--- src/rtl/i2s_stereo_transmitter_if.sv ---
// Sample handshake bundle between the audio mixer and the I2S transmitter.
//   sample_left  : left channel sample, two's complement (master -> slave)
//   sample_right : right channel sample, two's complement (master -> slave)
//   sample_valid : a sample pair is offered (master -> slave)
//   sample_ready : holding buffer empty; transfer on valid && ready (slave -> master)
interface i2s_stereo_transmitter_if #(
    parameter int unsigned SAMPLE_WIDTH = 16
);
    logic [SAMPLE_WIDTH-1:0] sample_left;
    logic [SAMPLE_WIDTH-1:0] sample_right;
    logic                    sample_valid;
    logic                    sample_ready;

    modport master (
        output sample_left,
        output sample_right,
        output sample_valid,
        input  sample_ready
    );

    modport slave (
        input  sample_left,
        input  sample_right,
        input  sample_valid,
        output sample_ready
    );
endinterface

--- src/rtl/i2s_stereo_transmitter.sv ---
// Stereo I2S master transmitter. Generates BCLK/LRCLK from the system clock,
// buffers one stereo pair behind a valid/ready handshake and shifts each
// frame out MSB-first with standard I2S one-bit data delay.
//
// Ports:
//   clk        : system clock, all logic on the rising edge
//   reset      : asynchronous active-high reset
//   smp        : sample handshake (i2s_stereo_transmitter_if.slave)
//   i2s_bclk   : bit clock, period 2*BCLK_DIV clk
//   i2s_lrclk  : word select, 0 = left, 1 = right
//   i2s_sdata  : serial data, changes only on BCLK falling edges
//   underrun   : one-clk pulse when a frame starts with an empty buffer
//
// Optional feature macro: I2S_TX_REPEAT_ON_UNDERRUN_EN
//   defined   : an underrun frame repeats the last loaded pair
//   undefined : an underrun frame transmits silence
module i2s_stereo_transmitter #(
    parameter int unsigned SAMPLE_WIDTH = 16,
    parameter int unsigned SLOT_WIDTH   = 16,
    parameter int unsigned BCLK_DIV     = 2
) (
    input  logic                           clk,
    input  logic                           reset,
    i2s_stereo_transmitter_if.slave        smp,
    output logic                           i2s_bclk,
    output logic                           i2s_lrclk,
    output logic                           i2s_sdata,
    output logic                           underrun
);

    localparam int unsigned FRAME_WIDTH = 2 * SLOT_WIDTH;
    localparam int unsigned PAD_WIDTH   = SLOT_WIDTH - SAMPLE_WIDTH;
    localparam int unsigned CNT_WIDTH   = $clog2(FRAME_WIDTH);
    localparam int unsigned DIV_WIDTH   = (BCLK_DIV > 1) ? $clog2(BCLK_DIV) : 1;

    localparam logic [DIV_WIDTH-1:0] DIV_LAST = DIV_WIDTH'(BCLK_DIV - 1);
    localparam logic [CNT_WIDTH-1:0] CNT_LAST = CNT_WIDTH'(FRAME_WIDTH - 1);
    localparam logic [CNT_WIDTH-1:0] LR_FIRST = CNT_WIDTH'(SLOT_WIDTH - 1);
    localparam logic [CNT_WIDTH-1:0] LR_LAST  = CNT_WIDTH'(FRAME_WIDTH - 2);

    logic [DIV_WIDTH-1:0]    divCnt;
    logic [CNT_WIDTH-1:0]    bitCnt;
    logic                    holdEmpty;
    logic [SAMPLE_WIDTH-1:0] holdLeft;
    logic [SAMPLE_WIDTH-1:0] holdRight;
    logic [FRAME_WIDTH-1:0]  frameReg;

    logic                    divWrap;
    logic                    fallEvent;
    logic                    frameStart;
    logic [CNT_WIDTH-1:0]    bitCntNext;
    logic [SLOT_WIDTH-1:0]   slotLeft;
    logic [SLOT_WIDTH-1:0]   slotRight;
    logic [FRAME_WIDTH-1:0]  frameNext;
    logic                    lrclkNext;

    // Ready is the registered buffer-empty flag itself.
    assign smp.sample_ready = holdEmpty;

    // Bit-clock timing, frame boundary detection and next frame contents.
    always_comb begin
        divWrap    = (divCnt == DIV_LAST);
        fallEvent  = divWrap && i2s_bclk;
        frameStart = fallEvent && (bitCnt == CNT_LAST);
        bitCntNext = (bitCnt == CNT_LAST) ? '0 : CNT_WIDTH'(bitCnt + 1'b1);

        // MSB-justify each sample in its slot; low pad bits are zero.
        slotLeft  = SLOT_WIDTH'(holdLeft) << PAD_WIDTH;
        slotRight = SLOT_WIDTH'(holdRight) << PAD_WIDTH;

        frameNext = frameReg;
        if (frameStart) begin
            if (!holdEmpty) begin
                frameNext = {slotLeft, slotRight};
            end else begin
`ifdef I2S_TX_REPEAT_ON_UNDERRUN_EN
                // frameReg only ever holds real pairs (or reset zeros) here.
                frameNext = frameReg;
`else
                frameNext = '0;
`endif
            end
        end

        // Word select switches one bit before the slot it names.
        lrclkNext = (bitCntNext >= LR_FIRST) && (bitCntNext <= LR_LAST);
    end

    // Divider, serialiser, holding buffer and underrun pulse.
    always_ff @(posedge clk or posedge reset) begin
        if (reset) begin
            divCnt    <= '0;
            bitCnt    <= CNT_LAST;
            holdEmpty <= 1'b1;
            holdLeft  <= '0;
            holdRight <= '0;
            frameReg  <= '0;
            i2s_bclk  <= 1'b0;
            i2s_lrclk <= 1'b0;
            i2s_sdata <= 1'b0;
            underrun  <= 1'b0;
        end else begin
            underrun <= 1'b0;

            if (divWrap) begin
                divCnt   <= '0;
                i2s_bclk <= ~i2s_bclk;
            end else begin
                divCnt <= DIV_WIDTH'(divCnt + 1'b1);
            end

            if (fallEvent) begin
                bitCnt    <= bitCntNext;
                i2s_sdata <= frameNext[CNT_LAST - bitCntNext];
                i2s_lrclk <= lrclkNext;
            end

            if (frameStart) begin
                frameReg <= frameNext;
                if (!holdEmpty) begin
                    holdEmpty <= 1'b1;
                end else begin
                    underrun <= 1'b1;
                end
            end

            // Accept uses the pre-edge empty flag, so a pair taken at an
            // empty frame start waits for the following frame.
            if (smp.sample_valid && holdEmpty) begin
                holdLeft  <= smp.sample_left;
                holdRight <= smp.sample_right;
                holdEmpty <= 1'b0;
            end
        end
    end

endmodule

--- src/flat_wrapper.sv ---
// flat-port wrapper written by rule: the top's interface ports become plain ports
module i2s_stereo_transmitter_flat 
#(
    parameter int unsigned SAMPLE_WIDTH = 16,
    parameter int unsigned SLOT_WIDTH   = 16,
    parameter int unsigned BCLK_DIV     = 2
)
  (clk, reset, i2s_bclk, i2s_lrclk, i2s_sdata, underrun, smp_sample_left, smp_sample_right, smp_sample_valid, smp_sample_ready);
  i2s_stereo_transmitter_if #(.SAMPLE_WIDTH(SAMPLE_WIDTH)) smp_i ();
  input  logic clk;
  input  logic reset;
  output logic i2s_bclk;
  output logic i2s_lrclk;
  output logic i2s_sdata;
  output logic underrun;
  input wire logic [$bits(smp_i.sample_left)-1:0] smp_sample_left;
  input wire logic [$bits(smp_i.sample_right)-1:0] smp_sample_right;
  input wire logic [$bits(smp_i.sample_valid)-1:0] smp_sample_valid;
  output wire logic [$bits(smp_i.sample_ready)-1:0] smp_sample_ready;
  assign smp_i.sample_left = smp_sample_left;
  assign smp_i.sample_right = smp_sample_right;
  assign smp_i.sample_valid = smp_sample_valid;
  assign smp_sample_ready = smp_i.sample_ready;
  i2s_stereo_transmitter #(.SAMPLE_WIDTH(SAMPLE_WIDTH), .SLOT_WIDTH(SLOT_WIDTH), .BCLK_DIV(BCLK_DIV)) u_core (.clk(clk), .reset(reset), .smp(smp_i), .i2s_bclk(i2s_bclk), .i2s_lrclk(i2s_lrclk), .i2s_sdata(i2s_sdata), .underrun(underrun));
endmodule
--- config.mk ---
export PLATFORM = sky130hd
export DESIGN_NAME = i2s_stereo_transmitter_flat
export DESIGN_NICKNAME = d
export VERILOG_FILES = /design/src/rtl/i2s_stereo_transmitter_if.sv /design/src/rtl/i2s_stereo_transmitter.sv /design/src/flat_wrapper.sv
export SDC_FILE = /design/constraint.sdc
export NUM_CORES = 1
export LEC_CHECK = 0
export ABC_AREA = 1
export CORE_UTILIZATION = 60
export DETAILED_ROUTE_END_ITERATION = 10
export PLACE_DENSITY = 0.84
export SLEW_MARGIN = 20
export SYNTH_ARGS = -nofsm -noshare
export SYNTH_HDL_FRONTEND = slang
export SYNTH_SLANG_ARGS = --single-unit
--- constraint.sdc ---
create_clock -name clk -period 7.23 [get_ports clk]
set_input_delay 1.446 -clock clk [delete_from_list [all_inputs] [get_ports clk]]
set_output_delay 1.446 -clock clk [all_outputs]
set_load 0.02 [all_outputs]
**Yosys cells after proc, flatten, opt, wreduce, memory -nomap -nowiden**

Index checks and enable logic that the tools add are counted.

- Flip-flop bits (word level): 75
- Input bits: 35
- Word-level logic and storage cells: 33

- $add $sub $neg: 3
- Magnitude comparators: 3
- Equality and inequality tests: 1
- Mux-type cells: 10
- Bitwise operators: 1
- Reductions and logical operators: 5

Operators by type and width:

| operator | count |
|---|---|
| 32-bit 2-to-1 mux | 2 |
| 5-bit by 6-bit < comparator with 1-bit output, second input constant | 1 |
| 1-bit 2-to-1 mux | 6 |
| 5-bit by 1-bit adder with 5-bit output, second input constant | 1 |
| 1-bit binary-select mux with 5-bit select | 1 |
| 5-bit equality test, second input constant | 1 |
| 5-bit by 4-bit >= comparator with 1-bit output, second input constant | 1 |
| 5-bit <= comparator, second input constant | 1 |
| 5-bit 2-to-1 mux | 1 |
| 5-bit subtractor, first input constant | 1 |
| 1-bit logical AND | 4 |
| 2-bit nonzero test | 1 |
| 1-bit adder, second input constant | 1 |
| 1-bit inverter | 1 |

**Longest topological paths before layout**

Gate-level depths: netlist of run 1.

- Depth after elaboration: 5
- Mapped depth: 17
- Depth with buffers taken out: 16

**Worst setup path before layout of run 1**

No wires, ideal clock.

- Kind: input port to flip-flop
- From: input smp_sample_valid
- To: register u_core.holdLeft[0]
- Library setup time: 130 ps
- Arrival time: 2087 ps
- Required time: 7100 ps
- Slack: 5013 ps
- Stages: 5
- Cell sequence: nand2_2 -> inv_1 -> buf_2 -> clkbuf_1 -> o21ai_0

- Cells in the longest elaborated chain, start to end: 1

Ends and longest elaborated chain:

| what | line | source |
|---|---|---|
| from (decl) | flat_wrapper.sv:18 | `input wire logic [$bits(smp_i.sample_valid)-1:0] smp_sample_valid;` |
| 1-bit logical AND | i2s_stereo_transmitter.sv:129 | `if (smp.sample_valid && holdEmpty) begin` |
| to (signal assigned) | i2s_stereo_transmitter.sv:130 | `holdLeft <= smp.sample_left;` |
| to (decl) | i2s_stereo_transmitter.sv:44 | `logic [SAMPLE_WIDTH-1:0] holdLeft;` |

Every way passes these cells.
A chain may end at the register's enable or synchronous reset.

**Worst setup path in the final report of run 1**

- From: register u_core.holdEmpty, in the netlist u_core.smp.sample_ready
- To: output smp_sample_ready

RTL lines:

| what | line | source |
|---|---|---|
| from (decl) | i2s_stereo_transmitter.sv:43 | `logic holdEmpty;` |
| from (signal assigned) | i2s_stereo_transmitter.sv:94 | `holdEmpty <= 1'b1;` |
| from (signal assigned) | i2s_stereo_transmitter.sv:121 | `holdEmpty <= 1'b1;` |
| from (signal assigned) | i2s_stereo_transmitter.sv:132 | `holdEmpty <= 1'b0;` |
| to (decl) | flat_wrapper.sv:19 | `output wire logic [$bits(smp_i.sample_ready)-1:0] smp_sample_ready;` |

No word-level cell between the ends.

==> flow_summary.toml, run 1 <==
[finish]
antenna_cells = 0
mostFrequentLayoutCells = "nand2_1 (152), dfrtp_1 (69), inv_1 (67), nor2_1 (48), nand3_1 (43)"
areaGrowthSynthToFinish_pct = 15.77
drive_gt1_share_pct = 5.765
mostFrequentLayoutCell = "nand2_1"
nets = 537

[grt]
grt_max_degree = 76
grt_usage_pct = 25.98
overflow = 0
grt_use_met3_pct = 4.598
grt_use_met1_pct = 33.28
grt_pass1_vias = 2908
grtUsageMet2_pct = 42.76
antenna_found_initial = 0
grt-busiest-layer = "met2"
grt_pass1_wl_um = 12560

[synth]
synth_seq_cells = 75
yosysSeqAreaShare_pct = 52.79
synth_cell_types = 24
syn_nets = 505
netlist_area_mm2 = 0.003570
yosys-top-cells-area = "dfrtp_1 (48%), nand2_1 (16%), inv_1 (7.2%), nand3_1 (6.0%), o21ai_0 (5.9%)"
avgSynthCellArea_um2 = 7.644
syn_inst = 467
synth.largest_area_cell = "dfrtp_1"
synth_top_cell_area_share_pct = 48.37
ys_warn_count = 0

[job]
drv_cap = 0

[min_path]
whs_path_depth = 2
worstHoldEndpoint = "u_core.frameReg[27]$_DFFE_PP0N_"
hold_path.class = "flip-flop to flip-flop"
holdCritStartpoint = "u_core.frameReg[27]$_DFFE_PP0N_"

[setup_path]
max_stage_delay_ns = 0.83
timing.rr.end = "u_core.i2s_sdata$_DFFE_PP0P_"
timing.rr.start = "u_core.bitCnt[1]$_DFFE_PP1P_"
crit_path_start_kind = "flip-flop"
endpoint_kind = "primary output"
r2r_slack_ns = 4.56
cp_num_buf_inv = 1
path_delay_family = "flip-flops"
r2r_cells = 13
cp_slowest_cell = "dfstp_2"
arrival_ns = 1.88
crit_path_max_fanout = 26
cp.required_ns = 5.78
worstPathCellList = "clkdlybuf4s50_1"
crit_type = "flip-flop to primary output"
cp.depth = 1

[drt]
first_pass_iters = 5
drt_iter0_markers = 268
num_vias = 2907
post-route-drc-count = 0
wl_per_cell_um = 12.12
viasPerCell = 5.056
wl_um = 6969
antenna_left = 0

[sta]
fin_skew_ns = 0.01036
worst_pin_slew_ns = 0.9267
period_share_pct = 45.97
setup_viol = 0
fin_crit_ns = 3.324
max_freq_mhz = 300.9
hold_violations = 0
rsz0062_at_grt = "no"
relSlewSlack_pct = 38.22
fin_tns_setup_ns = 0
drv_slew = 0

[floorplanning]
die_width_um = 79.13
core_mm2 = 0.005608
die_h_um = 79.13
dieArea_mm2 = 0.006262
core.rowCount = 27
start_util_pct = 63.65
pin_count = 40

[clock_network]
clockBufferDepth = 2
cts_num_sinks = 75
root_buffer = "clkbuf_8"
postCtsHoldBufs = 0
cts_tree = "built"
post_cts_resized = 0
clk_latency_ns = 0.35
cts.reportedPaths.clkPinSlew_ns = 0.07
cts_inserted_buffers = 9
htree_levels = 3
post-cts-setup-buffer-count = 0

[run_status]
outcome = "finished, final reports clean"

[place]
portBuffers = 39
routabilityCongestion = 0.8755
dpl.hpwl_um = 4574

[power]
power_mw = 0.9066
p_leak_nw = 2.246
powerDensity_mw_per_mm2 = 219.4
vdd.ir_drop.worst_uv = 160.3
-- metrics by stage --
stage	cell area, um^2	worst slack, ns	hold WS [ns]	utilization, %	instances
after floorplan	3570	3.884	0.4443	-	467
after global placement	3965	4.272	0.4574	70.71	560
after detailed placement	3965	4.267	0.4615	70.71	560
after CTS	4133	3.884	0.4808	73.69	575
after global routing	4133	3.806	0.4945	73.69	575
final	4133	3.906	0.4778	73.69	575
-- cell type report --
class	count	area [um^2]
fillers	455	1475
well taps	72	90.09
flip-flops and latches	75	1884
multi-input cells	303	1326
clock buffers	10	137.6
clock inverters	5	30.03
repair buffers	41	405.4
inverters	69	259.0
-- how the worst max path moves through the flow --
| stage | from | endpoint |
|---|---|---|
| floorplan | reset | u_core.divCnt$_DFF_PP0_ |
| global placement | u_core.smp.sample_ready$_DFFE_PP1P_ | smp_sample_ready |
| detailed placement | u_core.smp.sample_ready$_DFFE_PP1P_ | smp_sample_ready |
| CTS | u_core.smp.sample_ready$_DFFE_PP1P_ | smp_sample_ready |
| global route | u_core.smp.sample_ready$_DFFE_PP1P_ | smp_sample_ready |
| finish | u_core.smp.sample_ready$_DFFE_PP1P_ | smp_sample_ready |
-- flip-flops by register name (all words and copies together) (netlist names) --
register,flops
u_core.frameReg,32
u_core.holdLeft,16
u_core.holdRight,16
u_core.bitCnt,5
u_core.divCnt,1
u_core.i2s_bclk,1
u_core.i2s_lrclk,1
u_core.i2s_sdata,1
u_core.smp.sample_ready,1
u_core.underrun,1
-- worst register-to-register path, stage by stage, from the launching register on --
cell	delay [ns]
dfstp_2	0.57
ha_1	0.18
nand2_1	0.07
nor2_1	0.10
ha_1	0.23
nand3_2	0.42
o21ai_0	0.49
nor2_1	0.07
nor2_1	0.11
nand2_1	0.05
nand3_1	0.08
nand2_1	0.06
nand2_1	0.06
nand3_1	0.07
-- per-layer routing --
layer,part of all wire [%],up-vias
met5,0,-
met4,2.5,0
met3,4.1,17
met2,47,83
met1,47,1325
li1,-,1482
-- power by group --
group	total (mW)	switching (mW)	internal (mW)
clock network	0.283	0.153	0.130
registers	0.503	0.0244	0.479
logic	0.120	0.0691	0.0508
-- kinds of logic (layout without fill, tap and decap cells) --
| family | after synthesis | count (layout) | share of synthesized area (%) |
|---|---|---|---|
| buffers and inverters | 89 | 125 | 10.06 |
| DFF | 75 | 75 | 52.79 |
| and+or+nand+nor | 252 | 252 | 29.23 |
| adders and majority gates | 3 | 3 | 1.052 |
| AOI/OAI and AO/OA | 48 | 48 | 6.870 |
-- cells in the mapped netlist --
cell	number
a21oi_1	1
and2_1	4
buf_1	1
buf_2	10
buf_4	1
buf_6	1
clkbuf_1	6
clkbuf_2	1
dfrtp_1	69
dfstp_2	6
ha_1	3
inv_1	68
inv_2	1
nand2_1	152
nand2_2	1
nand2_4	1
nand3_1	43
nand3_2	1
nor2_1	48
nor2_8	1
nor3_1	1
o211ai_1	2
o21ai_0	42
o21ai_1	3
(Power assumes the default switching activity.)
==> run 2, diff against run 1 <==
- CORE_UTILIZATION: 60 -> 50
- PLACE_DENSITY: 0.84 -> 0.75
- clock period: 7.23 -> 2.85 ns (I/O delays scaled with it)
==> run 2 against run 1 <==
  * Die area is 19% higher
  * Worst setup slack worse by 3.5 ns
  * Power grew to 2.7 times the previous value
  * Via count is 2.9% higher
  * Flip-flop and latch count stayed put
  * Largest cell class unchanged
==> flow_summary.toml, run 2 (synthesized netlist as in run 1, its figures left out) <==
[place]
post_dp_cell_area_mm2 = 0.004038
portBuffers = 39
dpl.hpwl_um = 4892
routabilityCongestion = 0.9163
dpl.cell_count = 588

[sta]
worst_pin_slew_ns = 0.4703
fin_crit_ns = 2.443
setup_viol = 0
period_share_pct = 85.73
relSlewSlack_pct = 68.65
hold_violations = 0
drv_slew = 0
max_freq_mhz = 409.3
fin_skew_ns = 0.008923
rsz0062_at_grt = "no"
fin_tns_setup_ns = 0

[finish]
top_regs = "u_core.frameReg: 32 flops, u_core.holdLeft: 16 flops, u_core.holdRight: 16 flops"
fin_cells = 604
largest_reg_flops = 32
areaGrowthSynthToFinish_pct = 18.96
mostFrequentLayoutCells = "nand2_1 (152), dfrtp_1 (69), inv_1 (67), nor2_1 (48), nand3_1 (43)"
finalInstanceArea_mm2 = 0.004247
top_register = "u_core.frameReg"
drive_gt1_share_pct = 6.299
nets = 541
mostFrequentLayoutCell = "nand2_1"
antenna_cells = 0

[grt]
grt_usage_pct = 22.01
grt_pass1_wl_um = 12790
antenna_found_initial = 0
overflow = 0
grt_max_degree = 76
grt_pass1_vias = 2900

[power]
powerDensity_mw_per_mm2 = 577.4
p_switching_mw = 0.6139
power_mw = 2.452
comb_power_share_pct = 13.0
p_leak_nw = 2.289
seqPwrFrac_pct = 51.7
vdd.ir_drop.worst_uv = 390.0
power.internal_mw = 1.838
p_clk_share_pct = 35.3
p_sw_share_pct = 25.04

[clock_network]
post-cts-setup-buffer-count = 0
postCtsHoldBufs = 0
clockBufferDepth = 2
cts_tree = "built"
post_cts_resized = 0
htree_levels = 3
root_buffer = "clkbuf_8"
clk_latency_ns = 0.34
cts_num_sinks = 75
cts.reportedPaths.clkPinSlew_ns = 0.07
cts_inserted_buffers = 9

[drt]
num_vias = 2990
drt_iter0_markers = 186
viasPerCell = 4.950
wl_um = 7215
wl_per_cell_um = 11.95
post-route-drc-count = 0
antenna_left = 0
first_pass_iters = 5

[setup_path]
endpoint_kind = "flip-flop"
crit_path_max_fanout = 27
crit_path_start_kind = "flip-flop"
crit_type = "flip-flop to flip-flop"
r2r_slack_ns = 0.41
arrival_ns = 2.72
cp.required_ns = 3.13

[job]
drv_cap = 0

[floorplanning]
core_mm2 = 0.006832
die_h_um = 86.50
start_util_pct = 52.25
die_width_um = 86.50
core.rowCount = 30
pin_count = 40
dieArea_mm2 = 0.007481

[run_status]
outcome = "finished, final reports clean"

[min_path]
hold_path.class = "flip-flop to flip-flop"
-- run 2: stage by stage --
stage	utilization (%)	worst slack, ns	hold WS (ns)
finish	62.16	0.4066	0.4774
global route	62.16	0.1122	0.4970
CTS	62.16	0.4089	0.4822
detailed placement	59.10	0.4493	0.4643
global placement	59.10	0.5462	0.4570
floorplan	-	0.3800	0.4443
-- run 2: area by class of cell --
class                   instances  area (um^2)
clock buffers                  11        131.4
clock inverters                 5        77.57
fillers                       655         2585
inverters                      69        259.0
multi-input cells             303         1326
flip-flops and latches         75         1884
well taps                      96        120.1
repair buffers                 45        447.9
-- run 2: power groups by stage --
stage	Clock [mW]	Sequential (mW)	Combinational (mW)
floorplan	0	1.27	0.218
CTS	0.885	1.27	0.327
global placement	0	1.29	0.318
global route	0.927	1.29	0.380
detailed placement	0	1.29	0.321
finish	0.865	1.27	0.318
-- run 2: per-layer routing --
layer	track usage [%]	vias up	part of all wire [%]
li1	-	1497	-
met1	28.24	1389	47
met2	37.09	92	46
met3	4.762	12	5.2
met4	7.576	0	1.6
met5	0	-	0
-- run 2: path summary, 6_finish.rpt --
kind                            depth (start not counted)                             endpoint                            from
worst min register to register                          2       u_core.frameReg[1]$_DFFE_PP0N_  u_core.frameReg[1]$_DFFE_PP0N_
min in group asynchronous                               3       u_core.holdLeft[0]$_DFFE_PP0P_                           reset
worst max-delay path                                   16         u_core.i2s_sdata$_DFFE_PP0P_    u_core.bitCnt[1]$_DFFE_PP1P_
worst min-delay path                                    2       u_core.frameReg[1]$_DFFE_PP0N_  u_core.frameReg[1]$_DFFE_PP0N_
worst max register to register                         16         u_core.i2s_sdata$_DFFE_PP0P_    u_core.bitCnt[1]$_DFFE_PP1P_
max in group asynchronous                               3  u_core.smp.sample_ready$_DFFE_PP1P_                           reset
-- run 2: critical path, cell delays in order (launching register included) --
cell and delay [ns]:
dfstp_2 0.56, ha_1 0.16, nand2_1 0.07, nor2_1 0.11, ha_1 0.23, inv_2 0.16, nor2_8 0.34, nand3_1 0.18
nand3_1 0.14, nand2_1 0.06, nand2_1 0.06, nand2_1 0.04, nand2_1 0.06, inv_1 0.04, nand2_1 0.05, nand2_1 0.04
nand3_1 0.07
==> run 3, diff against run 2 <==
- CORE_MARGIN: not set -> 4
==> run 3 against run 2 <==
  * Power decreased by 2.7%
  * Sequential power about the same
  * Design area decreased by 0.35%
==> flow_summary.toml, run 3 (synthesized netlist as in run 1, its figures left out) <==
[grt]
grt_usage_pct = 18.87
antenna_found_initial = 0
grt_pass1_vias = 2896
grt_max_degree = 56
grt_pass1_wl_um = 12870
overflow = 0

[finish]
antenna_cells = 0
seqCellArea_mm2 = 0.001884
mostFrequentLayoutCells = "nand2_1 (152), dfrtp_1 (69), inv_1 (67), nor2_1 (48), nand3_1 (43)"
drive_gt1_share_pct = 6.496
largest_reg_flops = 32
finalInstanceArea_mm2 = 0.004232
areaGrowthSynthToFinish_pct = 18.54
mostFrequentLayoutCell = "nand2_1"
top_register = "u_core.frameReg"
n_fill_cell = 623
fin_cells = 604
multi_input_area_mm2 = 0.001326
top_regs = "u_core.frameReg: 32 flops, u_core.holdLeft: 16 flops, u_core.holdRight: 16 flops"
nets = 541

[drt]
wl_per_cell_um = 12.12
top_layer = "met4"
drt_iter0_markers = 129
drt-met1-wl_um = 3523
num_vias = 2851
antenna_left = 0
route.met3.wl_um = 293
post-route-drc-count = 0
viasPerCell = 4.720
wl_um = 7322
first_pass_iters = 4
dr_wl_met2_um = 3319

[floorplanning]
pin_count = 40
die_width_um = 92.50
core.rowCount = 30
core_mm2 = 0.006869
start_util_pct = 51.97
dieArea_mm2 = 0.008555
die_h_um = 92.50

[sta]
fin_tns_setup_ns = 0
rsz0062_at_grt = "no"
period_share_pct = 84.34
relSlewSlack_pct = 60.16
fin_crit_ns = 2.404
worst_pin_slew_ns = 0.5968
drv_slew = 0
fin_skew_ns = 0.01137
hold_violations = 0
setup_viol = 0
max_freq_mhz = 416.0

[job]
drv_cap = 0

[setup_path]
timing.rr.end = "u_core.i2s_sdata$_DFFE_PP0P_"
arrival_ns = 2.64
crit_path_max_fanout = 21
crit_type = "flip-flop to flip-flop"
endpoint_kind = "flip-flop"
timing.rr.start = "u_core.bitCnt[0]$_DFFE_PP1P_"
crit_path_start_kind = "flip-flop"
crit_path_end = "u_core.i2s_sdata$_DFFE_PP0P_"
r2r_cells = 15
r2r_slack_ns = 0.45
cp.required_ns = 3.08
setup.worst_path.start = "u_core.bitCnt[0]$_DFFE_PP1P_"

[clock_network]
cts.reportedPaths.clkPinSlew_ns = 0.08
postCtsHoldBufs = 0
clockBufferDepth = 2
post_cts_resized = 0
clk_latency_ns = 0.35
cts_inserted_buffers = 9
root_buffer = "clkbuf_8"
cts_num_sinks = 75
htree_levels = 3
cts_tree = "built"
post-cts-setup-buffer-count = 0

[power]
power_mw = 2.386
vdd.ir_drop.worst_uv = 333.9
p_leak_nw = 2.274
powerDensity_mw_per_mm2 = 563.9

[run_status]
outcome = "finished, final reports clean"

[min_path]
whs_path_depth = 2
hold_path.class = "flip-flop to flip-flop"

[place]
routabilityCongestion = 0.9517
dpl.hpwl_um = 5216
dpl.cell_count = 588
post_dp_cell_area_mm2 = 0.004038
portBuffers = 39
[run 3: changes by cell type in the layout (fill, tap and decap cells not counted), sizes merged]
cell and change:
clkinvlp +2, bufinv -1, clkbuf -1
[run 3: layout make-up]
| class | instances | share of cell area, % |
|---|---|---|
| Inverter | 69 | 6.121 |
| Sequential cell | 75 | 44.53 |
| Clock buffer | 10 | 3.016 |
| Timing Repair Buffer | 45 | 10.59 |
| Clock inverter | 6 | 1.567 |
| Tap cell | 96 | 2.839 |
| Multi-Input combinational cell | 303 | 31.34 |
[run 3: worst min path at each step]
stage	start	endpoint
after floorplan	u_core.frameReg[3]$_DFFE_PP0N_	u_core.frameReg[3]$_DFFE_PP0N_
after global placement	u_core.frameReg[7]$_DFFE_PP0N_	u_core.frameReg[7]$_DFFE_PP0N_
after detailed placement	u_core.frameReg[5]$_DFFE_PP0N_	u_core.frameReg[5]$_DFFE_PP0N_
after CTS	u_core.frameReg[11]$_DFFE_PP0N_	u_core.frameReg[11]$_DFFE_PP0N_
after global routing	u_core.i2s_lrclk$_DFFE_PP0P_	u_core.i2s_lrclk$_DFFE_PP0P_
final	u_core.i2s_lrclk$_DFFE_PP0P_	u_core.i2s_lrclk$_DFFE_PP0P_
[run 3: worst max-delay path: stages (launching register included)]
cell and delay [ns]:
dfstp_2 0.56, ha_1 0.17, nand2_1 0.08, nor2_1 0.09, ha_1 0.22, inv_2 0.16, nor2_8 0.30, nand2_1 0.12
nand3_1 0.10, nand2_1 0.06, nor2_1 0.09, nand2_1 0.06, nand3_1 0.10, nand2_1 0.06, nand2_1 0.05, nand3_1 0.06
[run 3: layer usage]
metal | GRT usage (%) | vias to the layer above
met1 | 24.30 | 1290
li1 | - | 1495
met4 | 10.15 | 0
met3 | 3.249 | 18
met5 | 0 | -
met2 | 30.33 | 48
[run 3: report_power, final]
group | switching, mW | internal (mW) | leakage, nW
combinational | 0.188 | 0.133 | 1.21
sequential | 0.0533 | 1.21 | 0.973
clock | 0.394 | 0.404 | 0.0885
total | 0.636 | 1.75 | 2.27
[run 3: stage by stage]
step / worst slack (ns) / hold slack (ns) / utilization [%]
after detailed placement: 0.4794 / 0.4630 / 58.78
after CTS: 0.4558 / 0.4827 / 61.60
after global routing: 0.1840 / 0.5121 / 61.60
after floorplan: 0.3800 / 0.4443 / -
final: 0.4464 / 0.4797 / 61.60
after global placement: 0.5176 / 0.4572 / 58.78
